**config.mk**
```make
export PLATFORM = sky130hd
export DESIGN_NAME = alu_pipe
export DESIGN_NICKNAME = d
export VERILOG_FILES = /design/src/rtl/alu_pkg.sv /design/src/rtl/alu_pipe_core.sv /design/src/rtl/alu_pipe.sv
export SDC_FILE = /design/constraint.sdc
export NUM_CORES = 1
export LEC_CHECK = 0
export ABC_CLOCK_PERIOD_IN_PS = 2600
export BUFFER_PORTS_ARGS = -buffer_cell sky130_fd_sc_hd__buf_4
export CORE_ASPECT_RATIO = 0.75
export CORE_UTILIZATION = 51
export DETAILED_ROUTE_END_ITERATION = 8
export PLACE_DENSITY_LB_ADDON = 0.12
export SETUP_SLACK_MARGIN = 0.02
export SKIP_LAST_GASP = 1
export SYNTH_ARGS = -nofsm -noshare
export SYNTH_HDL_FRONTEND = slang
export SYNTH_HIERARCHICAL = 1
export SYNTH_SLANG_ARGS = --single-unit
```
**constraint.sdc**
```tcl
create_clock -name clk -period 2.6 [get_ports clk]
set_input_delay 0.52 -clock clk [delete_from_list [all_inputs] [get_ports clk]]
set_output_delay 0.52 -clock clk [all_outputs]
set_load 0.05 [all_outputs]
```
**src/rtl/alu_pkg.sv**
```systemverilog
// ----------------------------------------------------------------------------
// alu_pkg
// Shared definitions for the pipelined ALU.
//   - OP_* : 3-bit opcode map (unchanged from the combinational ALU)
//   - FLAG_*: bit positions inside the packed flag vector that travels from
//             the combinational core into the S2 register
// ----------------------------------------------------------------------------
package alu_pkg;

  localparam logic [2:0] OP_ADD  = 3'b000;
  localparam logic [2:0] OP_SUB  = 3'b001;
  localparam logic [2:0] OP_AND  = 3'b010;
  localparam logic [2:0] OP_OR   = 3'b011;
  localparam logic [2:0] OP_XOR  = 3'b100;
  localparam logic [2:0] OP_NOT  = 3'b101;
  localparam logic [2:0] OP_SLTU = 3'b110;
  localparam logic [2:0] OP_ADDC = 3'b111;

  localparam int FLAG_ZERO  = 0;
  localparam int FLAG_CARRY = 1;
  localparam int FLAG_OVF   = 2;
  localparam int FLAG_NEG   = 3;
  localparam int NUM_FLAGS  = 4;

  // Ops whose carry out is remembered for a following ADDC.
  function automatic logic op_updates_carry(input logic [2:0] op);
    return (op == OP_ADD) || (op == OP_SUB) || (op == OP_ADDC);
  endfunction

endpackage

```
**src/rtl/alu_pipe_core.sv**
```systemverilog
// ----------------------------------------------------------------------------
// alu_pipe_core
// Purely combinational ALU datapath evaluated between the S1 and S2 registers.
// Ports:
//   a_i, b_i   [WIDTH-1:0]  operands
//   opcode_i   [2:0]        operation select (alu_pkg::OP_*)
//   cin_i                   stored carry, only consumed by ADDC
//   result_o   [WIDTH-1:0]  operation result
//   flags_o    [3:0]        zero/carry/overflow/negative, indexed by FLAG_*
// ----------------------------------------------------------------------------
module alu_pipe_core
  import alu_pkg::*;
#(
  parameter int WIDTH = 4
) (
  input  logic [WIDTH-1:0]     a_i,
  input  logic [WIDTH-1:0]     b_i,
  input  logic [2:0]           opcode_i,
  input  logic                 cin_i,
  output logic [WIDTH-1:0]     result_o,
  output logic [NUM_FLAGS-1:0] flags_o
);

  localparam int MSB = WIDTH - 1;

  logic             cin_eff;
  logic [WIDTH:0]   add_ext;
  logic [WIDTH:0]   sub_ext;
  logic [WIDTH-1:0] result;
  logic             carry;
  logic             ovf;

  assign cin_eff = (opcode_i == OP_ADDC) && cin_i;

  // One extra bit on both the sum and the difference: bit WIDTH is the
  // carry out for addition and the borrow (A < B unsigned) for subtraction.
  assign add_ext = {1'b0, a_i} + {1'b0, b_i} + {{WIDTH{1'b0}}, cin_eff};
  assign sub_ext = {1'b0, a_i} - {1'b0, b_i};

  always_comb begin
    result = '0;
    carry  = 1'b0;
    ovf    = 1'b0;
    case (opcode_i)
      OP_ADD, OP_ADDC: begin
        result = add_ext[WIDTH-1:0];
        carry  = add_ext[WIDTH];
        ovf    = (a_i[MSB] == b_i[MSB]) && (result[MSB] != a_i[MSB]);
      end
      OP_SUB: begin
        result = sub_ext[WIDTH-1:0];
        carry  = sub_ext[WIDTH];
        ovf    = (a_i[MSB] != b_i[MSB]) && (result[MSB] != a_i[MSB]);
      end
      OP_AND:  result = a_i & b_i;
      OP_OR:   result = a_i | b_i;
      OP_XOR:  result = a_i ^ b_i;
      OP_NOT:  result = ~a_i;
      // The borrow of A-B is exactly the unsigned A<B comparison.
      OP_SLTU: result = {{(WIDTH-1){1'b0}}, sub_ext[WIDTH]};
      default: result = '0;
    endcase
  end

  assign result_o            = result;
  assign flags_o[FLAG_ZERO]  = (result == '0);
  assign flags_o[FLAG_CARRY] = carry;
  assign flags_o[FLAG_OVF]   = ovf;
  assign flags_o[FLAG_NEG]   = result[MSB];

endmodule

```
**src/rtl/alu_pipe.sv**
```systemverilog
// ----------------------------------------------------------------------------
// alu_pipe
// Two-stage pipelined ALU with valid/ready handshakes on both sides.
//   S1 captures operands/opcode on an input handshake; the core evaluates
//   S1 and the result/flags are captured into S2 when S1 advances.
// Parameters:
//   WIDTH (2..64)  operand/result width
// Ports:
//   clk, rst                   clock (rising edge), async active-high reset
//   in_valid / in_ready        upstream handshake
//   A, B [WIDTH-1:0], opcode   operation
//   out_valid / out_ready      downstream handshake
//   results [WIDTH-1:0]        registered result
//   zero_flag, carry_flag, overflow_flag, negative_flag  registered flags
// ----------------------------------------------------------------------------
module alu_pipe
  import alu_pkg::*;
#(
  parameter int WIDTH = 4
) (
  input  logic             clk,
  input  logic             rst,
  input  logic             in_valid,
  output logic             in_ready,
  input  logic [WIDTH-1:0] A,
  input  logic [WIDTH-1:0] B,
  input  logic [2:0]       opcode,
  output logic             out_valid,
  input  logic             out_ready,
  output logic [WIDTH-1:0] results,
  output logic             zero_flag,
  output logic             carry_flag,
  output logic             overflow_flag,
  output logic             negative_flag
);

  // S1 stage
  logic             s1_valid_q, s1_valid_d;
  logic [WIDTH-1:0] s1_a_q,     s1_a_d;
  logic [WIDTH-1:0] s1_b_q,     s1_b_d;
  logic [2:0]       s1_op_q,    s1_op_d;

  // S2 stage
  logic                 out_valid_q, out_valid_d;
  logic [WIDTH-1:0]     results_q,   results_d;
  logic [NUM_FLAGS-1:0] flags_q,     flags_d;

  // Carry remembered for ADDC chains
  logic carry_q, carry_d;

  logic                 stall;
  logic                 in_accept;
  logic                 s1_advance;
  logic [WIDTH-1:0]     core_result;
  logic [NUM_FLAGS-1:0] core_flags;

  alu_pipe_core #(
    .WIDTH(WIDTH)
  ) u_core (
    .a_i      (s1_a_q),
    .b_i      (s1_b_q),
    .opcode_i (s1_op_q),
    .cin_i    (carry_q),
    .result_o (core_result),
    .flags_o  (core_flags)
  );

  // S2 only blocks when it holds a result nobody takes. in_ready looks
  // through to out_ready so a full pipeline keeps streaming without bubbles.
  assign stall      = out_valid_q && !out_ready;
  assign in_ready   = !s1_valid_q || !stall;
  assign in_accept  = in_valid && in_ready;
  assign s1_advance = s1_valid_q && !stall;

  always_comb begin
    s1_valid_d  = s1_valid_q;
    s1_a_d      = s1_a_q;
    s1_b_d      = s1_b_q;
    s1_op_d     = s1_op_q;
    out_valid_d = out_valid_q;
    results_d   = results_q;
    flags_d     = flags_q;
    carry_d     = carry_q;

    if (in_accept) begin
      s1_valid_d = 1'b1;
      s1_a_d     = A;
      s1_b_d     = B;
      s1_op_d    = opcode;
    end else if (s1_advance) begin
      s1_valid_d = 1'b0;
    end

    // carry_q is updated on the same edge the op lands in S2, so an ADDC
    // directly behind it in S1 already sees the new carry.
    if (s1_advance) begin
      out_valid_d = 1'b1;
      results_d   = core_result;
      flags_d     = core_flags;
      if (op_updates_carry(s1_op_q)) begin
        carry_d = core_flags[FLAG_CARRY];
      end
    end else if (out_valid_q && out_ready) begin
      out_valid_d = 1'b0;
    end
  end

  always_ff @(posedge clk or posedge rst) begin
    if (rst) begin
      s1_valid_q          <= 1'b0;
      s1_a_q              <= '0;
      s1_b_q              <= '0;
      s1_op_q             <= OP_ADD;
      out_valid_q         <= 1'b0;
      results_q           <= '0;
      flags_q             <= '0;
      flags_q[FLAG_ZERO]  <= 1'b1;  // consistent with results == 0
      carry_q             <= 1'b0;
    end else begin
      s1_valid_q  <= s1_valid_d;
      s1_a_q      <= s1_a_d;
      s1_b_q      <= s1_b_d;
      s1_op_q     <= s1_op_d;
      out_valid_q <= out_valid_d;
      results_q   <= results_d;
      flags_q     <= flags_d;
      carry_q     <= carry_d;
    end
  end

  assign out_valid     = out_valid_q;
  assign results       = results_q;
  assign zero_flag     = flags_q[FLAG_ZERO];
  assign carry_flag    = flags_q[FLAG_CARRY];
  assign overflow_flag = flags_q[FLAG_OVF];
  assign negative_flag = flags_q[FLAG_NEG];

endmodule

```
---- Word level (Yosys, flattened, before mapping) ----
Index checks and enable logic that the tools add are counted.
storage, ports and cells
  register bits ........................... 22
  latch bits .............................. 0
  RAM bits ................................ 0
  memory bits (read-only) ................. 0
  input bits .............................. 15
  output and inout port bits .............. 10
  logic and storage cells ................. 52
  memories kept ........................... 0
cells by class
  add/sub/neg operators ................... 3
  multipliers ............................. 0
  div/mod/pow operators ................... 0
  magnitude comparators ................... 0
  equal/unequal tests ..................... 11
  shift operators ......................... 0
  multiplexer cells ....................... 7
  bitwise logic cells ..................... 4
  reductions and logical operators ........ 19
operators with widths
  cell                                                                    count
  4-bit one-hot mux with 7 select lines                                   1
  3-bit equality test (second input constant)                             4
  1-bit logical AND                                                       7
  3-bit by 2-bit equality test with 1-bit output (second input constant)  2
  4-bit by 4-bit adder with 5-bit output                                  1
  5-bit by 1-bit adder with 5-bit output                                  1
  4-bit by 4-bit subtractor with 5-bit output                             1
  4-bit AND                                                               1
  4-bit zero test                                                         1
  1-bit two-way mux                                                       4
  4-bit inverter                                                          1
  4-bit OR                                                                1
  1-bit one-hot mux with 2 select lines                                   2
  2-bit nonzero test                                                      2
  4-bit XOR                                                               1
  3-bit by 1-bit equality test with 1-bit output (second input constant)  1
  1-bit zero test                                                         3
  3-bit zero test                                                         1
  1-bit logical OR                                                        3
  1-bit != test                                                           3
  2-bit AND reduction                                                     1
  2-bit OR reduction                                                      1
  1-bit equality test                                                     1

---- Depth between registers and ports, before layout ----
Gate-level depths: netlist of run 1.
  depth after elaboration ................. 6
  depth in mapped cells ................... 12

---- Hierarchy ----
The synthesis of run 1 kept the hierarchy.
by module, submodules not included
  module         times used  cells each  area an instance (µm²)
  alu_pipe       1           56          910.9
  alu_pipe_core  1           97          714.4

---- Least setup slack after synthesis of run 1 ----
Ideal clock, no wire load.
  path type ............................... reg-to-reg
  from .................................... register s1_op_q[2]
  to ...................................... register flags_q[1]
  arrival ................................. 2.476 ns
  setup slack ............................. -0.001 ns
  stages on the path, launching flop included .. 11
  period minus slack after synthesis ...... 2.601 ns
  cell sequence ........................... dfrtp_1 buf_4 and2_1 and3_1 fa_1 fa_1 a21o_1 a21oi_1 o32ai_1 buf_4 mux2_2
on the way
  cells in the longest elaborated chain, start to end .. 4
ends and longest elaborated chain
  item                                       line                                      text
  start, declared                            alu_pipe.sv:41                            logic [2:0] s1_op_q, s1_op_d;
  start signal, assigned                     alu_pipe.sv:123                           s1_op_q <= s1_op_d;
  3-bit equality test                        alu_pipe_core.sv:33, alu_pipe_core.sv:44
  1-bit logical AND                          alu_pipe_core.sv:33                       assign cin_eff = (opcode_i == OP_ADDC) && cin_i;
  5-bit by 1-bit adder with 5-bit output     alu_pipe_core.sv:37                       assign add_ext = {1'b0, a_i} + {1'b0, b_i} + {{WIDTH{1'b0}}, cin_eff};
  1-bit one-hot mux with 2 select lines (*)  alu_pipe_core.sv:44                       case (opcode_i)
  via u_core.carry                           alu_pipe_core.sv:30                       logic carry;
  end signal, assigned                       alu_pipe.sv:126                           flags_q <= flags_d;
  end, declared                              alu_pipe.sv:46                            logic [NUM_FLAGS-1:0] flags_q, flags_d;
The timed path passes the listed nets; every way through them passes the cells marked *.
A chain may end at the register's enable or synchronous reset.

---- Worst setup path after layout of run 1 ----
  from .................................... register s1_op_q[2]
  to ...................................... register carry_q
on the way
  cells in the longest elaborated chain, start to end .. 4
ends and longest elaborated chain
  item                                       line                                      text
  3-bit equality test                        alu_pipe_core.sv:33, alu_pipe_core.sv:44
  1-bit logical AND                          alu_pipe_core.sv:33
  5-bit by 1-bit adder with 5-bit output     alu_pipe_core.sv:37
  1-bit one-hot mux with 2 select lines (*)  alu_pipe_core.sv:44
  via core_flags[1]                          alu_pipe.sv:55                            logic [NUM_FLAGS-1:0] core_flags;
  end signal, assigned                       alu_pipe.sv:127                           carry_q <= carry_d;
  end, declared                              alu_pipe.sv:49                            logic carry_q, carry_d;
Marked as above.

==> implementation parameters, run 1 <==
Parameter                              Value

Outcome
  Status ... finished clean

Layout
  Most frequent standard cell in the layout excluding fill and tap cells ... sky130_fd_sc_hd__buf_4
  Core utilization of the finished layout ... 62.90%
  Most frequent cells in the layout ... sky130_fd_sc_hd__buf_4 (27), sky130_fd_sc_hd__dfrtp_1 (21), sky130_fd_sc_hd__inv_1 (14)
  Antenna diode instance count ... 0
  Total number of nets in the final design ... ~210
  Share of post-route cells with drive strength above 1 ... 36.78%
  Layout area overhead ... 15.24%

Clocking
  Post-CTS Repair Setup Buffers ... 0
  Clock Latency Late Sink ... between 0.2 and 0.3 ns
  Number of hold buffers added after cts ... 0
  Clk pin slew, worst setup/hold paths ... 0.09 ns
  Maximum level of the CTS H-tree ... 1
  Number of clock sinks ... 22
  Clock Path Buffers ... 2
  Inserted Clock Buffers ... 3
  Clock root buffer ... sky130_fd_sc_hd__clkbuf_8
  TritonCTS clock tree ... yes

Setup path
  Worst EP required ... ~2.8 ns
  R2r setup slk ... 0.16 ns
  Crit Path Class ... register to register
  Nature of the critical path startpoint ... register
  Count of cells along the worst register-to-register path ... 10
  Library cell contributing the largest single delay on the critical path ... sky130_fd_sc_hd__fa_1
  Crit end category ... register
  Critical path's most frequent cell ... sky130_fd_sc_hd__a21oi_1
  Arrival time reported for the critical path endpoint ... about 2.6 ns
  Crit-path max FO ... 3
  Delay of the slowest cell on the worst path ... ~0.43 ns
  Cells traversed along the worst timing path ... and2_1, and3_1, fa_1, fa_2, a21o_1, a21oi_1, o32ai_1, inv_1, a32o_1, a21oi_1

Route
  DRC violation count after routing ... 0
  Via count ... between 1000 and 1500
  Total wire length after detailed routing ... about 3600 µm
  Count of nets left with antenna violations after detail routing ... 0
  Via/cell ratio ... around 5.8
  Routed wire length per instance ... roughly 17 µm
  Pre-Repair DR Iteration Count ... 4
  Number of DRC markers after the initial detailed-route iteration ... ~110

STA
  RSZ-0062 raised after global routing ... no
  Shortest clock period the worst path allows after layout ... 2.437 ns
  Setup TNS ... 0 ns
  Max Freq ... roughly 410 MHz
  Final hold violation count ... 0
  Worst max-slew margin expressed relative to the limit ... 42.81%
  Portion of the clock cycle consumed by the worst path in the final layout ... between 90 and 100%
  Final setup skew ... around 0.0043 ns
  Final max-slew violation count ... 0
  Number of setup violations in the final report ... 0
  Slew at the pin with the worst max-slew slack ... roughly 0.86 ns
  Final worst hold slack ... roughly 0.43 ns

Synth
  Netlist cell types ... 50
  Dominant synthesized flop cell ... sky130_fd_sc_hd__dfrtp_1
  Number of instances in the synthesized netlist ... 153
  #FFs+latches synth ... 22
  Post-synthesis async set-or-reset flop share ... 100.0%
  Avg Synthesized Cell Area ... about 11 µm²
  Yosys warning count ... 6
  Number of enable flip-flop cells after synthesis ... 0
  Fraction of the yosys area taken by sequential cells ... between 30 and 40%
  Syn Std Cell Area ... 1625 µm²
  Synthesized net count ... between 150 and 200

GRT
  Total Routing Usage GR ... around 23%
  Largest net degree at the start of global routing ... 24
  Overflow left after global routing ... 0
  Initial antenna violation count ... 0
  Wire length of the first global-routing pass ... roughly 5800 µm
  Vias in the first global route ... 1170

Floorplan
  Die span in y ... 50.89 µm
  Die width ... approximately 67 µm
  Core Region ... roughly 3000 µm²
  Die Area ... between 3000 and 4000 µm²
  Initial core utilization ... 54.58%
  Io pins ... 25
  Number of standard-cell rows in the floorplan ... 17

Place
  Routability congestion estimate from global placement ... 0.8365
  Post-detail-place hpwl ... approximately 2500 µm
  # port buffers ... 24

Pwr
  Net load switching power ... around 700 µW
  Power share of the clock group ... 19.9%
  Worst supply voltage drop on vdd ... slightly above 0.4 mV
  Sequential share of power ... between 30% and 40%
  Combinational group share of total power ... 50.1%
  Power per unit of standard cell area ... around 880 nW/µm²
  Static Leak ... 0.0009169 µW
  Cell internal pwr ... roughly 960 µW
  Sw Share ... 41.58%

Hold path
  Hold Path Class ... primary input to async pin

Flow run
  Number of max-cap violations ... 0
## synthesized netlist by cell type, types with 2 or more instances
cell / n / share of area (%)
sky130_fd_sc_hd__a21o_1: 3 / 1.4
sky130_fd_sc_hd__a21oi_1: 9 / 2.8
sky130_fd_sc_hd__a21oi_2: 2 / 1.1
sky130_fd_sc_hd__a31oi_1: 2 / 0.77
sky130_fd_sc_hd__buf_2: 3 / 0.92
sky130_fd_sc_hd__buf_4: 4 / 1.8
sky130_fd_sc_hd__dfrtp_1: 21 / 32
sky130_fd_sc_hd__fa_1: 3 / 3.7
sky130_fd_sc_hd__ha_1: 12 / 9.2
sky130_fd_sc_hd__inv_1: 14 / 3.2
sky130_fd_sc_hd__mux2_2: 9 / 6.2
sky130_fd_sc_hd__mux2_4: 10 / 9.2
sky130_fd_sc_hd__nand2_1: 4 / 0.92
sky130_fd_sc_hd__nand2_2: 3 / 1.2
sky130_fd_sc_hd__nand2b_1: 3 / 1.2
sky130_fd_sc_hd__nand3_1: 2 / 0.62
sky130_fd_sc_hd__nor2_1: 8 / 1.8
sky130_fd_sc_hd__nor3_1: 4 / 1.2
sky130_fd_sc_hd__o21ai_0: 3 / 0.92
sky130_fd_sc_hd__o22a_1: 2 / 1.1
sky130_fd_sc_hd__o32a_1: 2 / 1.2
sky130_fd_sc_hd__xnor2_1: 2 / 1.1
## sequential cells by signal, indices dropped and copies added, names as in the netlist
register,count
results,4
s1_op_q,3
s1_a_q,4
s1_valid_q,1
out_valid,1
flags_q,4
s1_b_q,4
carry_q,1
## stage by stage
| stage | instance area [µm²] | setup WS, ns | instances | power [µW] |
|---|---|---|---|---|
| 3_5_place_dp | 1798 | 0.2123 | 208 | 1305 |
| 5_1_grt | 1873 | 0.03958 | 212 | 1734 |
| 2_1_floorplan | 1628 | 0.04530 | 153 | 1120 |
| 4_1_cts | 1869 | 0.1512 | 212 | 1649 |
| 6_report | 1873 | 0.1635 | 212 | 1650 |
| 3_3_place_gp | 1798 | 0.2573 | 208 | 1287 |
## path summary, 6_finish.rpt
path	from	endpoint
setup reg to reg	s1_op_q[2]	carry_q
setup / recovery	s1_op_q[2]	carry_q
min in group clk	in_valid	s1_valid_q
hold / removal	rst	s1_valid_q
max in group asynchronous	rst	flags_q[3]
hold reg to reg	results[2]	results[2]
## worst max-delay path: cells and delay by family (launching register included)
family | cells | cell delay (ns)
buf+inv | 1 | 0.08
compound gates | 5 | 0.65
fa+ha+maj | 2 | 0.81
flops | 1 | 0.38
simple gates | 2 | 0.39
## kinds of logic (layout without fill, tap and decap cells)
family                     after synthesis  in the layout  synth area share, %
AOI/OAI and AO/OA                       34             34                15.17
muxes                                   19             19                15.47
buffers and inverters                   26             47                8.698
and+or+nand+nor                         33             33                11.55
adders and majority gates               16             16                13.55
DFF                                     22             22                33.95
xor gates and xnor gates                 3              3                1.617
## final cells by class
class / instances / area, µm²
Clock buffer: 3 / 41.29
Clock inverter: 1 / 30.03
Fill cell: 261 / 1105
Inverter: 16 / 61.31
Multi-Input combinational cell: 105 / 938.4
Sequential cell: 22 / 551.8
Tap cell: 38 / 47.55
Timing Repair Buffer: 27 / 202.7
## routing by layer
| layer | GRT usage, % | vias to the layer above | part of all wire [%] |
|---|---|---|---|
| met5 | 0 | - | 0 |
| met4 | 3.546 | 0 | 0.78 |
| met3 | 4.688 | 2 | 5.8 |
| met2 | 37.17 | 53 | 46 |
| met1 | 32.48 | 595 | 47 |
| li1 | - | 575 | - |
## timing repair
| action | in CTS | in global routing |
|---|---|---|
| endpoints found under the hold margin | 0 | 0 |
| resized for setup | 0 | 1 |
| setup endpoints to repair | 0 | 1 |
## power groups by stage
| stage | sequential [µW] | combinational [µW] | clock (µW) |
|---|---|---|---|
| detailed placement | 501 | 804 | 0 |
| CTS | 495 | 819 | 335 |
| global placement | 496 | 791 | 0 |
| global route | 509 | 877 | 348 |
| floorplan | 689 | 431 | 0 |
| finish | 494 | 827 | 329 |
Note: power is estimated with default switching activity, not from simulation.
==> run 2, diff against run 1 <==
CORE_ASPECT_RATIO = 1.1   (was 0.75)
CORE_UTILIZATION = 30   (was 51)
==> implementation parameters, run 2 (synthesized netlist as in run 1, its figures left out) <==
Parameter                              Value

Outcome
  Status ... finished clean

Setup path
  Startpoint of the worst register-to-register path ... s1_op_q[2]
  Crit Path Class ... register to register
  R2r setup slk ... 0.16 ns (about the same)
  Reg2reg end ... flags_q[0]
  Arrival time reported for the critical path endpoint ... 2.66 ns (+0.06 ns)
  Worst EP required ... 2.82 ns (+0.06 ns)
  Count of cells along the worst register-to-register path ... 8 (-2)
  Crit end category ... register
  Nature of the critical path startpoint ... register
  Crit-path max FO ... 3 (unchanged)

Clocking
  Clock Path Buffers ... 2 (unchanged)
  Clk pin slew, worst setup/hold paths ... 0.09 ns (about the same)
  TritonCTS clock tree ... yes
  Clock root buffer ... sky130_fd_sc_hd__clkbuf_8
  Post-CTS Repair Setup Buffers ... 0 (unchanged)
  Number of clock sinks ... 22 (unchanged)
  Maximum level of the CTS H-tree ... 1 (unchanged)
  Number of hold buffers added after cts ... 0 (unchanged)
  Post-cts sizing count ... 0 (unchanged)
  Inserted Clock Buffers ... 3 (unchanged)
  Clock Latency Late Sink ... 0.27 ns (about the same)

STA
  Setup TNS ... 0 ns (unchanged)
  Shortest clock period the worst path allows after layout ... 2.438 ns (+0.001304 ns)
  Slew at the pin with the worst max-slew slack ... 0.8848 ns (+0.02793 ns)
  Worst max-slew margin expressed relative to the limit ... 40.95% (-1.9 points)
  Number of setup violations in the final report ... 0 (unchanged)
  Portion of the clock cycle consumed by the worst path in the final layout ... 93.76% (about the same)
  Max Freq ... 410.2 MHz (about the same)
  Final max-slew violation count ... 0 (unchanged)
  Final hold violation count ... 0 (unchanged)
  RSZ-0062 raised after global routing ... no
  Final setup skew ... 0.002417 ns (-0.001863 ns)

Layout
  Total number of nets in the final design ... 205 (unchanged)
  Multi-input gate area in the final layout ... 934.6 µm² (-0.40%)
  Cell Count, Final, Fillers Out ... 246 (+16%)
  Layout area overhead ... 17.63%
  Antenna diode instance count ... 0 (unchanged)
  Share of post-route cells with drive strength above 1 ... 36.21% (-0.57 points)
  Area taken by flip-flops and latches ... 551.8 µm² (unchanged)
  Most frequent cells in the layout ... sky130_fd_sc_hd__buf_4 (27), sky130_fd_sc_hd__dfrtp_1 (21), sky130_fd_sc_hd__inv_1 (14)
  Most frequent standard cell in the layout excluding fill and tap cells ... sky130_fd_sc_hd__buf_4
  Cell area after layout ... 1912 µm² (+2.1%)
  # fillers ... 505 (+93%)

GRT
  Initial antenna violation count ... 0 (unchanged)
  Vias in the first global route ... 1226 (+4.8%)
  Largest net degree at the start of global routing ... 24 (unchanged)
  Total Routing Usage GR ... 13.83% (-9.3 points)
  Overflow left after global routing ... 0 (unchanged)
  Wire length of the first global-routing pass ... 6099 µm (+6.0%)

Route
  Number of DRC markers after the initial detailed-route iteration ... 72 (-32%)
  Via count ... 1161 (-5.2%)
  Total wire length after detailed routing ... 3514 µm (-1.8%)
  Count of nets left with antenna violations after detail routing ... 0 (unchanged)
  Via/cell ratio ... 4.720 (-18%)
  Routed wire length per instance ... 14.28 µm (-15%)
  DRC violation count after routing ... 0 (unchanged)
  Pre-Repair DR Iteration Count ... 4 (unchanged)

Floorplan
  Die span in y ... 79.20 µm (+56%)
  Die Area ... 5716 µm² (+67%)
  Number of standard-cell rows in the floorplan ... 27 (+10)
  Io pins ... 25 (unchanged)
  Core Region ... 5101 µm² (+71%)
  Die width ... 72.18 µm (+7.4%)
  Initial core utilization ... 31.86% (-23 points)

Place
  Area after DPL ... 1841 µm² (+2.4%)
  # port buffers ... 24 (unchanged)
  Post-detail-place hpwl ... 2588 µm (+3.9%)
  Routability congestion estimate from global placement ... 0.8245 (-1.4%)
  Number of instances in the placed design ... 242 (+16%)

Pwr
  Static Leak ... 0.0009164 µW (about the same)
  Worst supply voltage drop on vdd ... 0.3578 mV (-13%)
  Power per unit of standard cell area ... 855.3 nW/µm² (-2.9%)
  Final Total Pwr ... 1635 µW (-0.90%)

Hold path
  Hold Path Class ... primary input to async pin

Flow run
  Number of max-cap violations ... 0 (unchanged)
## run 2: worst max path at each step
| stage | from | end | slack, ns |
|---|---|---|---|
| finish | s1_op_q[2] | flags_q[0] | 0.16 |
| floorplan | s1_op_q[2] | flags_q[1] | 0.05 |
| detailed placement | s1_op_q[2] | flags_q[0] | 0.20 |
| global placement | s1_op_q[2] | flags_q[1] | 0.23 |
| CTS | s1_op_q[2] | flags_q[0] | 0.16 |
| global route | s1_op_q[2] | flags_q[0] | 0.04 |
## run 2: worst max-delay path: stages, from the launching register on
cell and delay [ns]:
sky130_fd_sc_hd__dfrtp_1 0.38, sky130_fd_sc_hd__and2_1 0.19, sky130_fd_sc_hd__and3_1 0.20, sky130_fd_sc_hd__fa_1 0.42
sky130_fd_sc_hd__fa_2 0.38, sky130_fd_sc_hd__xor2_1 0.15, sky130_fd_sc_hd__o22a_1 0.23, sky130_fd_sc_hd__nor4_2 0.25
sky130_fd_sc_hd__mux2_2 0.18
## run 2: layout make-up
| cell class | instances | share of cell area (%) |
|---|---|---|
| clock buffer | 3 | 2.160 |
| clock inverter | 1 | 1.571 |
| inverter | 16 | 3.207 |
| multi-input combinational | 105 | 48.89 |
| sequential | 22 | 28.86 |
| tap | 72 | 4.712 |
| timing repair buffer | 27 | 10.60 |
## run 2: stage by stage
stage / utilization, % / setup WS [ns] / hold WS (ns)
2_1_floorplan: - / 0.04530 / 0.5045
3_3_place_gp: 36.08 / 0.2316 / 0.4945
3_5_place_dp: 36.08 / 0.1987 / 0.4945
4_1_cts: 37.48 / 0.1640 / 0.4395
5_1_grt: 37.48 / 0.03757 / 0.4457
6_report: 37.48 / 0.1622 / 0.4357
## run 2: layer usage
layer	wire length, µm	track usage (%)	vias up
li1	-	-	574
met1	1673	17.79	569
met2	1720	24.11	16
met3	106	3.046	2
met4	13	1.765	0
met5	0	0	-
## run 2: report_power, final
part,switching [µW],internal (µW),total (µW),leakage (µW)
clock,124,206,330,0.0000357
combinational,485,324,809,0.000621
sequential,66.8,429,496,0.000259
total,676,959,1640,0.000916
==> run 3, diff against run 2 <==
MAX_ROUTING_LAYER = met4   (was unset)
==> implementation parameters, run 3 (synthesized netlist as in run 1, its figures left out) <==
Parameter                              Value

Route
  Via count ... 1161 (unchanged)
  Routed wire length per instance ... 14.28 µm (unchanged)
  Count of nets left with antenna violations after detail routing ... 0 (unchanged)
  Number of DRC markers after the initial detailed-route iteration ... 63 (-13%)
  DRC violation count after routing ... 0 (unchanged)
  Via/cell ratio ... 4.720 (unchanged)
  Total wire length after detailed routing ... 3514 µm (unchanged)
  Pre-Repair DR Iteration Count ... 4 (unchanged)

Clocking
  Post-cts sizing count ... 0 (unchanged)
  Maximum level of the CTS H-tree ... 1 (unchanged)
  Clock root buffer ... sky130_fd_sc_hd__clkbuf_8
  Inserted Clock Buffers ... 3 (unchanged)
  TritonCTS clock tree ... yes
  Number of clock sinks ... 22 (unchanged)
  Clock Path Buffers ... 2 (unchanged)
  Clk pin slew, worst setup/hold paths ... 0.09 ns (about the same)
  Clock Latency Late Sink ... 0.27 ns (about the same)
  Post-CTS Repair Setup Buffers ... 0 (unchanged)
  Number of hold buffers added after cts ... 0 (unchanged)

GRT
  Largest net degree at the start of global routing ... 24 (unchanged)
  Vias in the first global route ... 1228 (+0.16%)
  Total Routing Usage GR ... 14.18% (+0.35 points)
  Initial antenna violation count ... 0 (unchanged)
  Overflow left after global routing ... 0 (unchanged)
  Wire length of the first global-routing pass ... 6092 µm (-0.11%)

Floorplan
  Io pins ... 25 (unchanged)
  Number of standard-cell rows in the floorplan ... 27 (unchanged)
  Initial core utilization ... 31.86% (unchanged)
  Core Region ... 5101 µm² (unchanged)
  Die Area ... 5716 µm² (unchanged)
  Die span in y ... 79.20 µm (unchanged)
  Die width ... 72.18 µm (unchanged)

Setup path
  Reg2reg end ... flags_q[0]
  Crit Path Class ... register to register
  Startpoint of the worst register-to-register path ... s1_op_q[2]
  Arrival time reported for the critical path endpoint ... 2.66 ns (about the same)
  R2r setup slk ... 0.16 ns (about the same)
  Crit end category ... register
  Worst EP required ... 2.82 ns (about the same)
  Nature of the critical path startpoint ... register
  Crit-path max FO ... 3 (unchanged)
  Count of cells along the worst register-to-register path ... 8 (unchanged)

Pwr
  Static Leak ... 0.0009164 µW (unchanged)
  Worst supply voltage drop on vdd ... 0.3582 mV (about the same)
  Power per unit of standard cell area ... 855.4 nW/µm² (about the same)

STA
  Slew at the pin with the worst max-slew slack ... 0.8828 ns (-0.001993 ns)
  Final hold violation count ... 0 (unchanged)
  Max Freq ... 410.1 MHz (about the same)
  RSZ-0062 raised after global routing ... no
  Portion of the clock cycle consumed by the worst path in the final layout ... 93.78% (about the same)
  Worst max-slew margin expressed relative to the limit ... 41.08% (+0.13 points)
  Number of setup violations in the final report ... 0 (unchanged)
  Setup TNS ... 0 ns (unchanged)
  Shortest clock period the worst path allows after layout ... 2.438 ns (+0.0004940 ns)
  Final setup skew ... 0.002840 ns (+0.0004231 ns)
  Final max-slew violation count ... 0 (unchanged)

Hold path
  Hold Path Class ... primary input to async pin

Outcome
  Status ... finished clean

Place
  Post-detail-place hpwl ... 2588 µm (unchanged)
  # port buffers ... 24 (unchanged)
  Routability congestion estimate from global placement ... 0.8369 (+1.5%)

Flow run
  Number of max-cap violations ... 0 (unchanged)

Layout
  Most frequent cells in the layout ... sky130_fd_sc_hd__buf_4 (27), sky130_fd_sc_hd__dfrtp_1 (21), sky130_fd_sc_hd__inv_1 (14)
  # fillers ... 505 (unchanged)
  Core utilization of the finished layout ... 37.48% (unchanged)
  Most frequent standard cell in the layout excluding fill and tap cells ... sky130_fd_sc_hd__buf_4
  Total number of nets in the final design ... 205 (unchanged)
  Antenna diode instance count ... 0 (unchanged)
  Layout area overhead ... 17.63% (unchanged)
  Share of post-route cells with drive strength above 1 ... 36.21% (unchanged)
run 3: cell counts in the layout (fill, tap and decap cells not counted):
Identical to the previous run, type by type.
run 3: layout make-up:
| type | instances | area, µm² | area share (%) |
|---|---|---|---|
| clock buffer | 3 | 41.29 | 2.160 |
| sequential | 22 | 551.8 | 28.86 |
| tap | 72 | 90.09 | 4.712 |
| timing repair buffer | 27 | 202.7 | 10.60 |
| inverter | 16 | 61.31 | 3.207 |
| clock inverter | 1 | 30.03 | 1.571 |
| multi-input combinational | 105 | 934.6 | 48.89 |
run 3: worst max-delay path, cell delays in order, from the launching register on:
cell	delay, ns
sky130_fd_sc_hd__dfrtp_1	0.38
sky130_fd_sc_hd__and2_1	0.19
sky130_fd_sc_hd__and3_1	0.20
sky130_fd_sc_hd__fa_1	0.42
sky130_fd_sc_hd__fa_2	0.38
sky130_fd_sc_hd__xor2_1	0.15
sky130_fd_sc_hd__o22a_1	0.23
sky130_fd_sc_hd__nor4_2	0.25
sky130_fd_sc_hd__mux2_2	0.18
run 3: how the worst max path moves through the flow:
stage                          start          to  slack [ns]  cells past startpoint
final                     s1_op_q[2]  flags_q[0]        0.16                      8
after global routing      s1_op_q[2]  flags_q[0]        0.04                      9
after CTS                 s1_op_q[2]  flags_q[0]        0.16                      8
after detailed placement  s1_op_q[2]  flags_q[0]        0.20                      8
after global placement    s1_op_q[2]  flags_q[1]        0.23                      8
after floorplan           s1_op_q[2]  flags_q[1]        0.05                     10
run 3: power breakdown:
group,switching [µW],internal [µW]
Combinational,485,324
Clock,124,206
Sequential,67.3,429
Total,676,959
run 3: through the flow:
step / total power, µW / setup WS (ns) / instances / area [µm²] / hold slack [ns]
floorplan: 1120 / 0.04530 / 153 / 1628 / 0.5045
global placement: 1299 / 0.2316 / 242 / 1841 / 0.4945
detailed placement: 1314 / 0.1987 / 242 / 1841 / 0.4945
CTS: 1651 / 0.1640 / 246 / 1912 / 0.4395
global route: 1743 / 0.03757 / 246 / 1912 / 0.4457
finish: 1635 / 0.1617 / 246 / 1912 / 0.4346
run 3: routing by layer:
layer  track usage (%)  up-vias  wire length, µm
met2             24.11       16             1723
met3             3.046        2              121
met5                 -        -                0
met1             17.71      569             1655
li1                  -      574                -
met4             1.765        0               13
